$ cat config.mk
export PLATFORM = sky130hd
export DESIGN_NAME = instruction_loader
export DESIGN_NICKNAME = d
export VERILOG_FILES = /design/src/rtl/instruction_loader.sv
export SDC_FILE = /design/constraint.sdc
export NUM_CORES = 1
export LEC_CHECK = 0
export BUFFER_PORTS_ARGS = -buffer_cell sky130_fd_sc_hd__buf_2
export CAP_MARGIN = 20
export CORE_MARGIN = 3
export CORE_UTILIZATION = 62
export DETAILED_ROUTE_END_ITERATION = 10
export GPL_TIMING_DRIVEN = 0
export PLACE_DENSITY = 0.86
export SYNTH_ARGS = -nofsm -noshare
export SYNTH_HDL_FRONTEND = slang
export SYNTH_SLANG_ARGS = --single-unit
$ cat constraint.sdc
create_clock -name clk -period 5.6 [get_ports clk]
set_input_delay 0.28 -clock clk [delete_from_list [all_inputs] [get_ports clk]]
set_output_delay 0.28 -clock clk [all_outputs]
set_load 0.01 [all_outputs]
$ cat src/rtl/instruction_loader.sv
// instruction_loader: boot-time program loader.
// Receives a little-endian 16-bit word count followed by that many 32-bit
// little-endian words over a valid/ready byte stream, writes them to
// instruction memory from address 0, and holds the core in reset until the
// whole image has been written.
module instruction_loader #(
  parameter  int CAPACITY   = 512,
  parameter  int BUS_WIDTH  = 32,
  localparam int ADDR_WIDTH = $clog2(CAPACITY)
) (
  input  logic                  clk,
  input  logic                  rst_n,
  input  logic                  start,
  input  logic [7:0]            byte_in,
  input  logic                  byte_valid,
  output logic                  byte_ready,
  output logic [ADDR_WIDTH-1:0] write_addr,
  output logic [BUS_WIDTH-1:0]  data_in,
  output logic                  wr_en,
  output logic                  busy,
  output logic                  done,
  output logic                  error,
  output logic                  cpu_hold
);

  typedef enum logic [2:0] {
    IDLE,
    LEN0,
    LEN1,
    WORD,
    DONE,
    ERROR
  } state_t;

  // Capacity expressed in the width of the received word count.
  localparam logic [15:0] CAP_COUNT = 16'(CAPACITY);

  state_t                state, state_nxt;
  logic [7:0]            len_lo, len_lo_nxt;
  logic [15:0]           count, count_nxt;
  // One bit wider than an address so it can count past the last word
  // without the address itself ever wrapping.
  logic [ADDR_WIDTH:0]   word_cnt, word_cnt_nxt;
  logic [1:0]            byte_idx, byte_idx_nxt;
  // Holds bytes 0..2 of the word being assembled; byte 3 goes straight
  // into data_in together with these, so data_in is never disturbed by
  // bytes of the following word.
  logic [23:0]           asm_word, asm_word_nxt;
  logic                  final_write, final_write_nxt;

  logic                  byte_ready_nxt;
  logic [ADDR_WIDTH-1:0] write_addr_nxt;
  logic [BUS_WIDTH-1:0]  data_in_nxt;
  logic                  wr_en_nxt;
  logic                  busy_nxt;
  logic                  done_nxt;
  logic                  error_nxt;
  logic                  cpu_hold_nxt;

  logic                  xfer;
  logic [15:0]           len_word;
  logic                  last_word;

  assign xfer      = byte_valid && byte_ready;
  assign len_word  = {byte_in, len_lo};
  assign last_word = (16'(word_cnt) == (count - 16'd1));

  // State, counters and all registered outputs; everything clears on reset.
  always_ff @(posedge clk or negedge rst_n) begin
    if (!rst_n) begin
      state       <= IDLE;
      len_lo      <= '0;
      count       <= '0;
      word_cnt    <= '0;
      byte_idx    <= '0;
      asm_word    <= '0;
      final_write <= 1'b0;
      byte_ready  <= 1'b0;
      write_addr  <= '0;
      data_in     <= '0;
      wr_en       <= 1'b0;
      busy        <= 1'b0;
      done        <= 1'b0;
      error       <= 1'b0;
      cpu_hold    <= 1'b1;
    end else begin
      state       <= state_nxt;
      len_lo      <= len_lo_nxt;
      count       <= count_nxt;
      word_cnt    <= word_cnt_nxt;
      byte_idx    <= byte_idx_nxt;
      asm_word    <= asm_word_nxt;
      final_write <= final_write_nxt;
      byte_ready  <= byte_ready_nxt;
      write_addr  <= write_addr_nxt;
      data_in     <= data_in_nxt;
      wr_en       <= wr_en_nxt;
      busy        <= busy_nxt;
      done        <= done_nxt;
      error       <= error_nxt;
      cpu_hold    <= cpu_hold_nxt;
    end
  end

  // Next-state and next-output decode; everything holds unless changed,
  // except wr_en which is a single-cycle pulse.
  always_comb begin
    state_nxt       = state;
    len_lo_nxt      = len_lo;
    count_nxt       = count;
    word_cnt_nxt    = word_cnt;
    byte_idx_nxt    = byte_idx;
    asm_word_nxt    = asm_word;
    final_write_nxt = final_write;
    byte_ready_nxt  = byte_ready;
    write_addr_nxt  = write_addr;
    data_in_nxt     = data_in;
    wr_en_nxt       = 1'b0;
    busy_nxt        = busy;
    done_nxt        = done;
    error_nxt       = error;
    cpu_hold_nxt    = cpu_hold;

    case (state)
      IDLE, DONE, ERROR: begin
        if (start) begin
          state_nxt       = LEN0;
          word_cnt_nxt    = '0;
          byte_idx_nxt    = '0;
          final_write_nxt = 1'b0;
          done_nxt        = 1'b0;
          error_nxt       = 1'b0;
          busy_nxt        = 1'b1;
          byte_ready_nxt  = 1'b1;
          cpu_hold_nxt    = 1'b1;
        end
      end

      LEN0: begin
        if (xfer) begin
          len_lo_nxt = byte_in;
          state_nxt  = LEN1;
        end
      end

      LEN1: begin
        if (xfer) begin
          count_nxt = len_word;
          if (len_word == 16'd0) begin
            state_nxt      = DONE;
            done_nxt       = 1'b1;
            busy_nxt       = 1'b0;
            byte_ready_nxt = 1'b0;
            cpu_hold_nxt   = 1'b0;
          end else if (len_word > CAP_COUNT) begin
            state_nxt      = ERROR;
            error_nxt      = 1'b1;
            busy_nxt       = 1'b0;
            byte_ready_nxt = 1'b0;
          end else begin
            state_nxt = WORD;
          end
        end
      end

      WORD: begin
        if (final_write) begin
          // The last word's write pulse is on the bus this cycle.
          state_nxt       = DONE;
          final_write_nxt = 1'b0;
          done_nxt        = 1'b1;
          busy_nxt        = 1'b0;
          cpu_hold_nxt    = 1'b0;
        end else if (xfer) begin
          case (byte_idx)
            2'd0: begin
              asm_word_nxt[7:0] = byte_in;
              byte_idx_nxt      = 2'd1;
            end
            2'd1: begin
              asm_word_nxt[15:8] = byte_in;
              byte_idx_nxt       = 2'd2;
            end
            2'd2: begin
              asm_word_nxt[23:16] = byte_in;
              byte_idx_nxt        = 2'd3;
            end
            default: begin
              data_in_nxt    = {byte_in, asm_word};
              write_addr_nxt = word_cnt[ADDR_WIDTH-1:0];
              wr_en_nxt      = 1'b1;
              word_cnt_nxt   = word_cnt + 1'b1;
              byte_idx_nxt   = 2'd0;
              if (last_word) begin
                final_write_nxt = 1'b1;
                byte_ready_nxt  = 1'b0;
              end
            end
          endcase
        end
      end

      default: begin
        state_nxt      = IDLE;
        busy_nxt       = 1'b0;
        byte_ready_nxt = 1'b0;
        cpu_hold_nxt   = 1'b1;
      end
    endcase
  end

endmodule

==> results of run 1 <==
cells in the mapped netlist (all sizes together):
library cell | instances | area [um^2]
nor4 | 13 | 81.3
o31ai | 5 | 37.5
a21oi | 10 | 50.1
buf | 3 | 26.3
nand4 | 3 | 18.8
a41o | 1 | 10.0
and2 | 3 | 18.8
and4 | 1 | 10.0
and3 | 2 | 12.5
nor3 | 6 | 30.0
nand3b | 3 | 22.5
nor2 | 24 | 90.1
a311oi | 1 | 8.76
mux2 | 40 | 450
o211ai | 2 | 15.0
nand2 | 147 | 552
clkbuf | 16 | 60.1
inv | 14 | 52.6
nor4bb | 1 | 10.0
o31a | 1 | 8.76
o2111ai | 2 | 17.5
a211oi | 1 | 7.51
a21o | 1 | 7.51
dfstp | 1 | 26.3
nor3b | 1 | 12.5
nor2b | 3 | 18.8
or4 | 6 | 48.8
nand3 | 12 | 60.1
a32o | 2 | 20.0
xnor2 | 6 | 52.6
ha | 6 | 75.1
nand2b | 6 | 37.5
nand4b | 2 | 17.5
xor2 | 11 | 96.3
or2 | 2 | 12.5
o2bb2ai | 1 | 8.76
and3b | 1 | 8.76
a31oi | 2 | 12.5
a31o | 1 | 8.76
or3 | 4 | 25.0
dfrtp | 110 | 2750
o21ai | 19 | 95.1
worst max-delay path by stage:
stage,endpoint,cells after the start,slack [ns]
after global placement,final_write$_DFFE_PN0P_,8,2.82
final,final_write$_DFFE_PN0P_,7,2.80
after detailed placement,final_write$_DFFE_PN0P_,8,2.83
after CTS,final_write$_DFFE_PN0P_,9,2.79
after floorplan,byte_ready$_DFFE_PN0P_,8,3.05
after global routing,final_write$_DFFE_PN0P_,9,2.60
logic make-up after synthesis:
logic type / share of synthesized area, %
muxes: 9.03
DFF: 55.7
AOI/OAI and AO/OA: 6.17
xor gates and xnor gates: 2.99
and+or+nand+nor: 21.8
buffers and inverters: 2.78
adders and majority gates: 1.51
layer usage:
metal  vias up  share of wire, %  routed length [um]
met5         -                 0                   0
met4         0               2.2                 249
met3        25               5.9                 674
met2       129                50                5650
met1      1937                42                4830
li1       1821                 -                   -
through the flow:
stage	hold WS (ns)	instance area [um^2]	worst slack, ns	std cells
floorplan	-0.0156	4990	3.05	496
finish	0.208	5630	2.80	673
CTS	0.195	5630	2.79	673
global route	0.204	5630	2.60	673
detailed placement	0.271	5440	2.83	657
global placement	0.446	5410	2.82	656
where the power goes:
group          internal [mW]  leakage (nW)  switching, mW
Clock                  0.168        0.0904          0.281
Combinational          0.356          1.31          0.416
Sequential              1.01          1.47          0.170
Total                   1.54          2.86          0.867
flip-flops by register name (all words and copies together), names as in the netlist:
signal,cells
asm_word,24
busy,1
byte_idx,2
byte_ready,1
count,16
cpu_hold,1
data_in,32
done,1
error,1
final_write,1
len_lo,8
state,3
word_cnt,10
wr_en,1
write_addr,9
critical path, cell delays in order, from the launching register on:
cell and delay (ns):
sky130_fd_sc_hd__dfrtp_1 0.50, sky130_fd_sc_hd__or4_4 0.56, sky130_fd_sc_hd__buf_6 0.15, sky130_fd_sc_hd__nor4_1 0.31, sky130_fd_sc_hd__xor2_1 0.11, sky130_fd_sc_hd__or4_1 0.59
sky130_fd_sc_hd__nor4_1 0.36, sky130_fd_sc_hd__a32o_1 0.17
placed cells by master (no fill, tap or decap), types with 6 or more instances in the layout:
master and count:
sky130_fd_sc_hd__nor3_1 6, sky130_fd_sc_hd__nor2_1 24, sky130_fd_sc_hd__nor4_1 13, sky130_fd_sc_hd__nand2_1 147
sky130_fd_sc_hd__ha_1 6, sky130_fd_sc_hd__nand2b_1 6, sky130_fd_sc_hd__xor2_1 11, sky130_fd_sc_hd__xnor2_1 6
sky130_fd_sc_hd__o21ai_0 18, sky130_fd_sc_hd__mux2_2 40, sky130_fd_sc_hd__dfrtp_1 110, sky130_fd_sc_hd__clkbuf_1 16
sky130_fd_sc_hd__inv_1 13, sky130_fd_sc_hd__a21oi_1 10, sky130_fd_sc_hd__clkbuf_8 9, sky130_fd_sc_hd__buf_2 57
sky130_fd_sc_hd__nand3_1 12
area by class of cell:
| class | instances | area share, % |
|---|---|---|
| multi-input combinational | 352 | 36.8 |
| inverter | 14 | 0.934 |
| clock inverter | 6 | 1.02 |
| tap | 102 | 2.27 |
| buffer | 19 | 1.53 |
| clock buffer | 9 | 2.20 |
| timing repair buffer | 60 | 5.87 |
| sequential | 111 | 49.4 |
==> impl_summary.md, run 1 <==
Run status
The run finished with clean final reports.

STA
The maximum clock frequency is 357 MHz. The count of final setup violators is 0. Setup repair after global routing left no endpoint under its margin. For the pin with the worst max-slew slack, the measured transition is 1.11 ns. The number of pins exceeding their max-slew limit in the final report is 0. The smallest clock period supported by the final layout is computed as 2.80 ns. Clock skew on the completed layout was measured at 0.0136 ns. The number of hold-slack violations in the final timing report is 0. The post-route setup TNS is 0 ns.

Dividing the final minimum period by the clock period gives 50.0%. The worst pin sits at a relative slew slack of 25.6%.

Synthesis
The number of warnings reported in the yosys synthesis log is 0. The total standard cell area after synthesis is 4990 um^2. The net count after synthesis is 514. The average size of a mapped cell is 10.1 um^2.

After synthesis the netlist holds a flip-flop and latch count of 111. The share of the yosys chip area belonging to registers is 55.7%. Synthesis produced a netlist whose cell count is 496. The distinct cell type count of the synthesized netlist is 46.

Global routing
The global routing stage identified its most utilized layer as met2. For met2 alone, demand over resource in global routing was 44.8%. The number of antenna violations at the first check in global routing is 0. For this run the aggregate overflow at the end of global routing stands at 0. For met1 alone, demand over resource in global routing was 36.7%.

The via count of the first global-routing pass is 3,854. The first global-routing pass estimated 19,000 um of wire. Global routing consumed, on the met3 layer, 5.39% of the routing resources. Entering global routing, the biggest net connects 77 pins. The global-route total usage across every layer is 27.3%.

CTS
The clock network latency to the later pin of the worst-skew pair is 0.38 ns. TritonCTS built the clock tree. The clock edge transition at the registers on the reported setup and hold paths is 0.11 ns. Buffers inserted to repair hold after CTS numbered 1. The H-tree generated during clock tree synthesis spans 3 levels.

The post-CTS setup-driven buffer insertion count is 0. Once the clock tree was built, the resizer swapped 0 gates to a different size. The total number of clock tree sinks is 111. In this run the clock root is driven by a sky130_fd_sc_hd__clkbuf_8. The worst-case clock buffer depth is 2.

Buffers inserted during clock tree synthesis total 9.

Drt
Detailed routing inserted a total of 3,912 vias. The first routing iteration left 278 violations. The ratio of routed vias to standard cells is 5.81.

The detail route stage leaves a number of antenna-violating nets equal to 0. The final wirelength is 11,400 um. The total iterations of the first detailed-routing run is 5.

Dividing the detail-routed wire length by the instance count gives 16.9 um. The final routed DRC violation total is 0.

Power and ir drop
The sum of internal, switching and leakage power is 2.40 mW. The power per standard cell area is 427 nW/um^2. IR analysis of the VDD net gives a maximum drop of 0.000279 V. The leakage power is 2.86 nW.

Final layout
The final antenna diode count is 0. The filler cells instantiated in the layout total 587. The area of the multi-input gates is 2070 um^2.

The net count of the finished layout is 585. Of the cells placed in the final design, the portion with a size suffix greater than 1 is 21.7%. At the end of the flow the core is filled with cells to 72.4%. The synthesis-to-layout area growth is 12.8%. The flip-flop and latch area is 2780 um^2.

Critical path
In this run the critical register-to-register path is launched from count[3]$_DFFE_PN0P_. The worst setup path category is register to register. The terminus of the critical flop-to-flop path is final_write$_DFFE_PN0P_. For flop-to-flop paths, the worst setup slack is 2.80 ns. The required time of the worst setup path is 5.92 ns. The maximum fanout encountered on the critical timing path is 10. The worst setup path is launched from a register. The critical path starts at count[3]$_DFFE_PN0P_. The endpoint arrival time on the critical path is 3.12 ns. The worst reg2reg path depth is 7.

The worst setup path is captured at a register.

Min path
The min-delay analysis places its worst path in the category input port to register. The start point of the worst hold path is byte_in[5]. The hold-critical path endpoint is data_in[29]$_DFFE_PN0P_. Along the worst hold path, the cell count comes to 3.

Floorplanning
59 I/O pins were placed. The floorplan step defined a core boundary enclosing 7770 um^2. The height of the die is 95.7 um. The cell row count is 32.

The initial standard-cell utilization of the core is 64.2%. Measured along the x axis, the die boundary spans 95.7 um. The die covers 9160 um^2.

Flow run
The max-cap check violation count is 0.

Placement
The number of buffers inserted by port buffering is 58. At the end of routability-driven placement, the weighted congestion stood at 0.898. After legalization and detailed placement, the total HPWL measured 8110 um.
Power figures use the tool's default switching activity.
==> inputs of run 2 (changes only) <==
CORE_UTILIZATION = 58   (was 62)
PLACE_DENSITY = 0.81   (was 0.86)
clock period = 2.8 ns   (was 5.6 ns; I/O delays follow)
==> impl_summary.md, run 2 (same netlist as run 1, synthesis figures left out) <==
Global routing
The via count of the first global-routing pass is 3,826. The overflow left after global routing is 0. Global routing used 41.5% of the available met2 tracks. The global-route total usage across every layer is 24.8%. Entering global routing, the biggest net connects 76 pins.

The number of antenna violations at the first check in global routing is 0. The busiest metal layer after global routing is met2. The wire length of the first global-routing pass is 19,300 um. Global routing consumed, on the met3 layer, 4.03% of the routing resources. Global routing used 32.7% of the available met1 tracks.

Power and ir drop
The worst-case IR drop observed on VDD is 0.000385 V. The sum of internal, switching and leakage power is 4.84 mW. The power per standard cell area is 856 nW/um^2. The leakage power is 2.87 nW.

Drt
In this run, the number of DRC markers left after iteration 0 of detailed routing was 282. The count of nets left with antenna violations once routing finished came out at 0. Dividing the detail-routed wire length by the instance count gives 17.0 um. The ratio of routed vias to standard cells is 5.69. After detailed routing, the number of remaining DRC violations is 1. The final wirelength is 11,500 um. The via total after detailed routing is 3,851.

The total iterations of the first detailed-routing run is 7.

STA
The number of pins exceeding their max-slew limit in the final report is 0. The worst clock skew is 0.0104 ns. The shortest clock period the worst path allows after layout is 2.74 ns.

Timing would allow up to 365 MHz. In this run the tightest slew margin relative to its limit is 46.1%. The slack of the critical path is 0.0624 ns. After layout, the worst path uses 97.8% of the clock period. For the pin with the worst max-slew slack, the measured transition is 0.800 ns. Setup violations remaining at the end of the flow were counted as 0. The number of hold-slack violations in the final timing report is 0. After routing, the total negative slack on setup checks comes to 0 ns.

Min path
In this run the worst hold path is classified as input port to register. Along the worst hold path, the cell count comes to 3.

Critical path
Along the worst path, the maximum fanout reaches 10. The nature of the critical path endpoint is a register. For the worst setup path, the data arrival time is 3.05 ns. The worst register-to-register path has a depth of 8.

STA puts the critical path data required time at 3.12 ns. The minimum setup slack among reg-to-reg paths is 0.06 ns. The worst setup path category is register to register. The element type at the critical path start is a register.

Floorplanning
The cell row count is 33. The initial standard-cell utilization of the core is 60.1%. The horizontal die dimension is 98.7 um.

The floorplan step defined a die boundary enclosing 9750 um^2. The I/O pin count is 59. In this run the vertical extent of the chip is 98.7 um.

The core region is 8300 um^2.

Final layout
The register with the most flip-flops is data_in. The synthesis-to-layout area growth is 13.3%. After the last flow step, the layout net total stands at 585.

The post-route netlist has 22.6% of its cells at a drive strength greater than 1. The finished layout holds 677 standard cells, fillers aside. The final antenna diode count is 0. In the final layout, the registers with the most flip-flops are data_in: 32 flops, asm_word: 24 flops, count: 16 flops. Leaving out fill and tap cells, the most frequent cell in the layout is sky130_fd_sc_hd__nand2_1. In the layout the commonest cells are sky130_fd_sc_hd__nand2_1 (147), sky130_fd_sc_hd__dfrtp_1 (110), sky130_fd_sc_hd__buf_2 (58), sky130_fd_sc_hd__mux2_2 (40), sky130_fd_sc_hd__nor2_1 (24). The flip-flop count of the largest register, all copies and words added is 32. The fraction of the core area covered by cells at the end of the flow is 68.1%.

Placement
The half-perimeter wire length of the detailed placement result is 8040 um. During placement, the flow inserted port buffers numbering 58. Routability-driven placement finished with a final weighted congestion of 0.813. After detailed placement, the design holds a cell count of 660.

At the placement stage, the worst setup path has a slack of 0.0498 ns.

CTS
The TritonCTS clock tree is built. The total number of clock tree sinks is 111. The clock reaches the later pin of the worst-skew pair after 0.37 ns. The TritonCTS buffer count is 9. The H-tree generated during clock tree synthesis spans 3 levels. No sink is reached through more buffers than the 2 on the longest clock path. In this run the clock root is driven by a sky130_fd_sc_hd__clkbuf_8.

The number of setup buffers added after CTS is 0. The clock edge transition at the registers on the reported setup and hold paths is 0.10 ns.

Run status
The flow ran to the end, but the final reports show violations. The final reports fail on DRC.

Flow run
The max-cap check violation count is 0.
## run 2: cell types whose count changed in the layout (fill, tap and decap cells not counted), sizes merged
| cell | before | now |
|---|---|---|
| clkinvlp | 1 | 0 |
| inv | 16 | 17 |
| buf | 62 | 63 |
## run 2: power breakdown
group          internal, mW  switching [mW]  leakage, nW  total, mW
sequential             2.02           0.358         1.47       2.38
combinational         0.715           0.841         1.31       1.56
clock                 0.339           0.563       0.0931      0.902
total                  3.08            1.76         2.87       4.84
## run 2: final timing paths
check / from / end
worst max-delay path: count[2]$_DFFE_PN0P_ / final_write$_DFFE_PN0P_
worst min register to register: asm_word[14]$_DFFE_PN0P_ / data_in[14]$_DFFE_PN0P_
min in group asynchronous: rst_n / write_addr[1]$_DFFE_PN0P_
max in group asynchronous: rst_n / cpu_hold$_DFFE_PN1P_
worst min-delay path: byte_in[7] / data_in[31]$_DFFE_PN0P_
worst max register to register: count[2]$_DFFE_PN0P_ / final_write$_DFFE_PN0P_
## run 2: final cells by class
type,instances,area [um^2]
plain buffers,18,82.6
clock buffers,10,128
clock inverters,6,51.3
fillers,633,2650
inverters,14,52.6
multi-input cells,352,2090
flip-flops and latches,111,2780
well taps,105,131
repair buffers,61,335
## run 2: repair_timing
action | in CTS | in global routing
setup endpoints to repair | 0 | 2
endpoints found under the hold margin | 36 | 0
resized for setup | 0 | 4
hold buffers | 1 | 0
## run 2: worst max-delay path, cell delays in order, from the launching register on
cell and delay (ns):
sky130_fd_sc_hd__dfrtp_1 0.38, sky130_fd_sc_hd__buf_6 0.13, sky130_fd_sc_hd__or4_4 0.53, sky130_fd_sc_hd__buf_6 0.15
sky130_fd_sc_hd__nor4_2 0.32, sky130_fd_sc_hd__xor2_1 0.12, sky130_fd_sc_hd__or4_4 0.58, sky130_fd_sc_hd__nor4_2 0.31
sky130_fd_sc_hd__a32o_1 0.16
## run 2: metal layers
layer	share of wire, %	routed length, um	up-vias
li1	-	-	1816
met1	43	4950	1882
met2	49	5670	133
met3	5.1	589	20
met4	2.3	269	0
met5	0	0	-
## run 2: metrics by stage
step / area [um^2] / hold slack [ns]
global route: 5650 / 0.0876
floorplan: 4990 / -0.156
global placement: 5410 / 0.446
finish: 5650 / 0.0713
detailed placement: 5440 / 0.139
CTS: 5630 / 0.0531
